==> src/rtl/bcd_display_pkg.sv <==
// Shared types and segment constants for the seven-segment display scanner.
// Segment bit order is {g,f,e,d,c,b,a}, active high.
package bcd_display_pkg;

    typedef logic [6:0] seg_t;

    localparam seg_t SEG_0     = 7'h3F;
    localparam seg_t SEG_1     = 7'h06;
    localparam seg_t SEG_2     = 7'h5B;
    localparam seg_t SEG_3     = 7'h4F;
    localparam seg_t SEG_4     = 7'h66;
    localparam seg_t SEG_5     = 7'h6D;
    localparam seg_t SEG_6     = 7'h7D;
    localparam seg_t SEG_7     = 7'h07;
    localparam seg_t SEG_8     = 7'h7F;
    localparam seg_t SEG_9     = 7'h6F;
    localparam seg_t SEG_A     = 7'h77;
    localparam seg_t SEG_B     = 7'h7C;
    localparam seg_t SEG_C     = 7'h39;
    localparam seg_t SEG_D     = 7'h5E;
    localparam seg_t SEG_E     = 7'h79;
    localparam seg_t SEG_F     = 7'h71;
    localparam seg_t SEG_BLANK = 7'h00;

    localparam int unsigned PRESCALE_W = 24;

    function automatic logic [3:0] digit_onehot(input logic [1:0] sel);
        return 4'b0001 << sel;
    endfunction

endpackage

==> src/rtl/bcd_display_scanner_seg_decoder.sv <==
// Combinational 4-bit code to segment pattern decoder.
// HEX_DIGITS_EN selects hex glyphs for codes 10-15; otherwise they are blank.
module seg_decoder
    import bcd_display_pkg::*;
(
    input  logic [3:0] code,
    output seg_t       seg
);

    always_comb begin
        seg = SEG_BLANK;
        case (code)
            4'd0:  seg = SEG_0;
            4'd1:  seg = SEG_1;
            4'd2:  seg = SEG_2;
            4'd3:  seg = SEG_3;
            4'd4:  seg = SEG_4;
            4'd5:  seg = SEG_5;
            4'd6:  seg = SEG_6;
            4'd7:  seg = SEG_7;
            4'd8:  seg = SEG_8;
            4'd9:  seg = SEG_9;
`ifdef HEX_DIGITS_EN
            4'd10: seg = SEG_A;
            4'd11: seg = SEG_B;
            4'd12: seg = SEG_C;
            4'd13: seg = SEG_D;
            4'd14: seg = SEG_E;
            4'd15: seg = SEG_F;
`else
            4'd10, 4'd11, 4'd12,
            4'd13, 4'd14, 4'd15: seg = SEG_BLANK;
`endif
            default: seg = SEG_BLANK;
        endcase
    end

endmodule

==> src/rtl/bcd_display_scanner.sv <==
// Time-multiplexed 4-digit seven-segment driver with programmable scan rate.
// Optional HEX_DIGITS_EN macro enables A-F glyphs in the segment decoder.
module bcd_display_scanner
    import bcd_display_pkg::*;
#(
    parameter int unsigned SCAN_DIV = 3_333_333
) (
    input  logic        clk,
    input  logic        reset,
    input  logic [15:0] value,
    output logic [6:0]  seg,
    output logic [6:0]  seg_n,
    output logic [3:0]  an,
    output logic [1:0]  digit_sel
);

    localparam logic [PRESCALE_W-1:0] TERM_COUNT = PRESCALE_W'(SCAN_DIV - 1);

    logic [PRESCALE_W-1:0] prescale;
    logic                  step;
    logic [3:0]            nibble;
    seg_t                  seg_next;

    assign step = (prescale == TERM_COUNT);

    always_ff @(posedge clk or negedge reset) begin
        if (!reset) begin
            prescale <= '0;
        end else if (step) begin
            prescale <= '0;
        end else begin
            prescale <= prescale + 1'b1;
        end
    end

    always_ff @(posedge clk or negedge reset) begin
        if (!reset) begin
            digit_sel <= '0;
        end else if (step) begin
            digit_sel <= digit_sel + 2'd1;
        end
    end

    always_comb begin
        nibble = value[3:0];
        case (digit_sel)
            2'd0: nibble = value[3:0];
            2'd1: nibble = value[7:4];
            2'd2: nibble = value[11:8];
            2'd3: nibble = value[15:12];
            default: nibble = value[3:0];
        endcase
    end

    seg_decoder u_seg_decoder (
        .code (nibble),
        .seg  (seg_next)
    );

    // Enable and pattern are both sampled from the pre-edge digit_sel, so they always match.
    always_ff @(posedge clk or negedge reset) begin
        if (!reset) begin
            an    <= '0;
            seg   <= '0;
            seg_n <= '1;
        end else begin
            an    <= digit_onehot(digit_sel);
            seg   <= seg_next;
            seg_n <= ~seg_next;
        end
    end

endmodule

==> config.mk <==
export PLATFORM = sky130hd
export DESIGN_NAME = bcd_display_scanner
export DESIGN_NICKNAME = d
export VERILOG_FILES = /design/src/rtl/bcd_display_pkg.sv /design/src/rtl/bcd_display_scanner_seg_decoder.sv /design/src/rtl/bcd_display_scanner.sv
export SDC_FILE = /design/constraint.sdc
export NUM_CORES = 1
export LEC_CHECK = 0
export BUFFER_PORTS_ARGS = -buffer_cell sky130_fd_sc_hd__buf_2
export CORE_ASPECT_RATIO = 1.25
export CORE_MARGIN = 2
export CORE_UTILIZATION = 56
export DETAILED_ROUTE_END_ITERATION = 10
export PLACE_DENSITY_LB_ADDON = 0.3
export SETUP_SLACK_MARGIN = 0.02
export SYNTH_ARGS = -nofsm -noshare
export SYNTH_HDL_FRONTEND = slang
export SYNTH_SLANG_ARGS = --single-unit
==> constraint.sdc <==
create_clock -name clk -period 3.2 [get_ports clk]
set_clock_uncertainty 0.1 [all_clocks]
set_input_delay 0.32 -clock clk [delete_from_list [all_inputs] [get_ports clk]]
set_output_delay 0.32 -clock clk [all_outputs]
set_load 0.05 [all_outputs]
; Word-level counts from Yosys, hierarchy flattened
; Memory sizes are Yosys's and may differ from the RTL's.
; Index checks and enable logic that the tools add are counted.
[classes]
addsub = 2
eq_ne = 4
n_shift = 1
muxes = 2
bitwise = 1
reduce_logical = 1
[op_table]
columns = op, n
row1 = "24-bit by 1-bit adder with 24-bit output, second input constant", 1
row2 = "24-bit by 22-bit equality test with 1-bit output, second input constant", 1
row3 = 24-bit two-way mux, 1
row4 = 4-bit one-hot mux with 4 select lines, 1
row5 = 7-bit inverter, 1
row6 = "2-bit equality test, second input constant", 2
row7 = "1-bit by 2-bit << shifter with 4-bit output, first input constant", 1
row8 = "2-bit by 1-bit adder with 2-bit output, second input constant", 1
row9 = "2-bit by 1-bit equality test with 1-bit output, second input constant", 1
row10 = 2-bit logical NOT, 1
[word_totals]
ff_bits = 44
romBits = 112
inputBits = 18
out_inout_bits = 20
elab_cells = 17
memories = 1
[memory_table]
columns = name, words, word_bits, rd, rd_ports_with_merged_regs, write_ports, line_no
row1 = (name not given), 16, 7, 1, 0, 0, bcd_display_scanner_seg_decoder.sv:12  ; case (code)

; Longest topological paths before layout
; An unclocked memory read counts as a cell.
[logic_depth]
word_depth = 4
ltp_mapped = 9
mapped_depth_nobuf = 9

; Hierarchy
; A second synthesis with hierarchy kept.
[hier_totals]
cells_unflattened = 190
area_unflattened_um2 = 2133.3
[modules_own_cells]
columns = module, instances, cells_per_inst, area_each_um2
row1 = bcd_display_scanner, 1, 164, 1931.9
row2 = seg_decoder, 1, 26, 201.4

; Worst setup path after synthesis
; OpenSTA, ideal clock, no wires.
[synth_path]
path_type = register -> register
start = reg digit_sel[0]
end = reg seg[4]
setup_time_ns = 0.126
t_arrival_ns = 2.545
setup_slack_ns = 0.428
path_stages_with_launch = 10
synth_period_minus_slack_ns = 2.772
cell_sequence = dfrtp_1 -> inv_1 -> ha_1 -> clkbuf_1 -> mux2i_1 -> inv_1 -> ha_1 -> inv_1 -> nor3_1 -> a311o_1
[synth_between]
elab_chain_cells = 3
[synth_rtl]
columns = item, line_no
row1 = from (decl), bcd_display_scanner.sv:14  ; output logic [1:0] digit_sel
row2 = from (signal assigned), bcd_display_scanner.sv:40  ; digit_sel <= digit_sel + 2'd1;
row3 = "2-bit equality test, or another cell as far along", bcd_display_scanner.sv:46  ; case (digit_sel)
row4 = 4-bit one-hot mux with 4 select lines *, bcd_display_scanner.sv:46
row5 = memory 16 x 7 bit *, --
row6 = net seg_next[4], bcd_display_scanner.sv:22  ; seg_t seg_next;
row7 = to (signal assigned), bcd_display_scanner.sv:68  ; seg <= seg_next;
row8 = to (decl), bcd_display_scanner.sv:11  ; output logic [6:0] seg,
; Mark *: on every way through the listed nets, which the timed path passes. The rest lies on a longest branch.
; A chain may end at the register's enable or synchronous reset.

; Worst setup path in the final report
; Ends and elaborated chain as after synthesis.

==> flow_metrics.tcl <==
set metrics [dict create \
    drtIter0Drc 104 \
    cts_resized 0 \
    areaGrowthSynthToFinish_pct 15.28 \
    root_buffer "clkbuf_8" \
    crit_chain "inv_1 -> ha_1 -> mux2i_1 -> inv_1 -> ha_1 -> inv_1 -> nor3_1 -> a311o_1" \
    drc 0 \
    tightest_slew_ps 940.3 \
    setup_viol 0 \
    critical_path_buf_inv_count 3 \
    initial_core_util_pct 59.21 \
    syn_nets 236 \
    wl_per_cell_um 14.18 \
    die_h_um 75.02 \
    r2r_end "seg[4]$_DFF_PN0_" \
    synth-seq-area-share_pct 49.11 \
    tns_ps 0 \
    grt_pass1_wl_um 7058 \
    syn_area_um2 2260 \
    dp_hpwl_um 3104 \
    power_density_nw_per_um2 437.7 \
    grt_max_degree 45 \
    crit_required_ps 3290 \
    crit_path_start_kind "flop" \
    p_leak_nw 1.284 \
    cts_tree "done" \
    h-tree-depth 2 \
    cp_top_family "adder cells" \
    critPathKind "reg2reg" \
    clkTransAtPathRegs_ps 90 \
    utilization_pct 68.26 \
    yosys_register_bits 44 \
    clock_latency_ps 300 \
    max-slew-margin-rel_pct 37.32 \
    drive_gt1_share_pct 25.82 \
    post_cts_buffers 0 \
    cp-end-kind "flop" \
    dr_total_vias 1626 \
    num_io_pins 38 \
    diodes 0 \
    yosysUniqueCellTypes 38 \
    rsz0062_at_grt "no" \
    arrival_ps 2690 \
    grtUsageTotal_pct 21.23 \
    synth_area_leaders "dfrtp_1, dfstp_2, ha_1, mux2i_1, xnor2_1" \
    cpMostUsedCell "inv_1" \
    antenna_found_initial 0 \
    clk_path_buf_depth 2 \
    cts-buffers-inserted 5 \
    core_area_um2 3816 \
    syn_avg_cell_area_um2 11.08 \
    syn_inst 204 \
    report.final.slew_viol_count 0 \
    ctsHoldBuffers 0 \
    ir_drop_v 0.0002591 \
    via_per_inst 5.456 \
    status "completed" \
    grt_pass1_vias 1632 \
    dieWidth_um 60.82 \
    hold_viol 0 \
    row_count 25 \
    max_freq_ghz 0.3848 \
    gp_congestion 0.8347 \
    r2r-start "digit_sel[0]$_DFFE_PN0N_" \
    cpMaxStageDelayCell "mux2i_1" \
    cp_max_fo 7 \
    r2r_slack_ps 600 \
    fin_crit_ps 2599 \
    slowest_delay_ps 560 \
    netlist.top_cell.by_area "dfrtp_1" \
    cap_violations 0 \
    overflow 0 \
    route.final.wire_length_um 4225 \
    synth_top_area_share_pct 40.97 \
    drt_first_pass_iters 4 \
    yosysWarnings 0 \
    reg2reg_depth 8 \
    hp-class "in2async" \
    postRouteAntennaNets 0 \
    num-nets-final 275 \
    io_buffers 37 \
    die_area_um2 4562 \
    min_period_over_period_pct 81.22 \
    clock-sinks 44 \
]
placed cells by master (no fill, tap or decap), types with 8 or more instances in the layout:
master	netlist	final
nand3_1	9	9
buf_2	0	37
ha_1	14	14
xnor2_1	12	12
mux2i_1	12	12
nor2_1	14	14
nand4_1	11	11
dfrtp_1	37	37
a21oi_1	8	8
inv_1	15	15
sequential cells by signal, summed over array words and instances (netlist names):
| name | flops |
|---|---|
| prescale | 24 |
| seg | 7 |
| seg_n | 7 |
| an | 4 |
| digit_sel | 2 |
logic make-up (layout without fill, tap and decap cells):
kind of cell / count (synthesis) / count (layout) / synth area share (%)
simple gates: 67 / 67 / 17.33
flops: 44 / 44 / 49.11
compound gates: 23 / 23 / 7.365
buf+inv: 22 / 62 / 3.986
xor+xnor: 19 / 19 / 7.364
mux: 15 / 15 / 7.087
fa+ha+maj: 14 / 14 / 7.752
through the flow:
step	cell area, µm²	cells	total power [mW]	hold slack, ps	setup slack [ps]
floorplan	2260	204	0.6868	-75.59	428.1
global placement	2494	290	0.7293	361.0	678.5
detailed placement	2494	290	0.7312	364.3	568.7
CTS	2605	298	1.150	94.76	577.4
global route	2605	298	1.184	127.7	405.7
finish	2605	298	1.140	58.42	600.9
worst reg2reg max path: stages (launching register included):
cell     delay [ps]
dfrtp_1         410
inv_1           120
ha_1            350
mux2i_1         560
inv_1           240
ha_1            270
inv_1            70
nor3_1           50
a311o_1         320
metal layers:
layer	up-vias	global-route usage [%]	share of wire, %
met5	-	0	0
met4	0	7.971	1.6
met3	6	4.124	3.4
met2	36	39.31	54
met1	785	23.59	41
li1	799	-	-
worst max-delay path by stage:
stage / from / to / slack (ps) / depth (start not counted)
floorplan: digit_sel[0]$_DFFE_PN0N_ / seg[4]$_DFF_PN0_ / 430 / 9
global placement: digit_sel[0]$_DFFE_PN0N_ / seg[4]$_DFF_PN0_ / 680 / 8
detailed placement: digit_sel[0]$_DFFE_PN0N_ / seg[4]$_DFF_PN0_ / 570 / 8
CTS: digit_sel[0]$_DFFE_PN0N_ / seg[4]$_DFF_PN0_ / 580 / 8
global route: digit_sel[0]$_DFFE_PN0N_ / seg[4]$_DFF_PN0_ / 410 / 8
finish: digit_sel[0]$_DFFE_PN0N_ / seg[4]$_DFF_PN0_ / 600 / 8
report_power, final:
group | internal, mW | total [mW] | switching [mW] | leakage, nW
combinational | 0.0373 | 0.139 | 0.101 | 0.672
sequential | 0.576 | 0.580 | 0.00367 | 0.558
clock | 0.231 | 0.422 | 0.191 | 0.0541
total | 0.844 | 1.14 | 0.296 | 1.28
layout make-up:
class | instances | area [µm²]
fillers | 330 | 1211
flip-flops and latches | 44 | 1110
multi-input cells | 138 | 1060
repair buffers | 39 | 200.2
clock buffers | 5 | 68.82
well taps | 54 | 67.56
inverters | 15 | 56.30
clock inverters | 3 | 42.54
cells in the mapped netlist:
| cell | n |
|---|---|
| and4_1 | 2 |
| a21oi_1 | 8 |
| and4bb_2 | 1 |
| nor2b_1 | 1 |
| a222oi_1 | 4 |
| dfstp_2 | 7 |
| inv_1 | 15 |
| nor4_4 | 1 |
| buf_4 | 2 |
| nand2_1 | 6 |
| ha_1 | 14 |
| a21o_1 | 5 |
| nor3_1 | 4 |
| xor2_1 | 7 |
| nor4_1 | 3 |
| nand4_1 | 11 |
| mux2i_1 | 12 |
| dfrtp_1 | 37 |
| or2_2 | 1 |
| clkbuf_1 | 5 |
| or3_1 | 1 |
| nor2_1 | 14 |
| and2_1 | 2 |
| mux2_4 | 1 |
| o41ai_1 | 1 |
| mux2i_2 | 1 |
| nor4b_2 | 1 |
| a311oi_1 | 1 |
| xnor2_1 | 12 |
| a31o_2 | 1 |
| o31ai_1 | 1 |
| mux2_2 | 1 |
| o21ai_0 | 1 |
| nand2b_1 | 2 |
| nor3_2 | 1 |
| nand3_1 | 9 |
| and3_1 | 7 |
| a311o_1 | 1 |
Note: power is estimated with default switching activity, not from simulation.
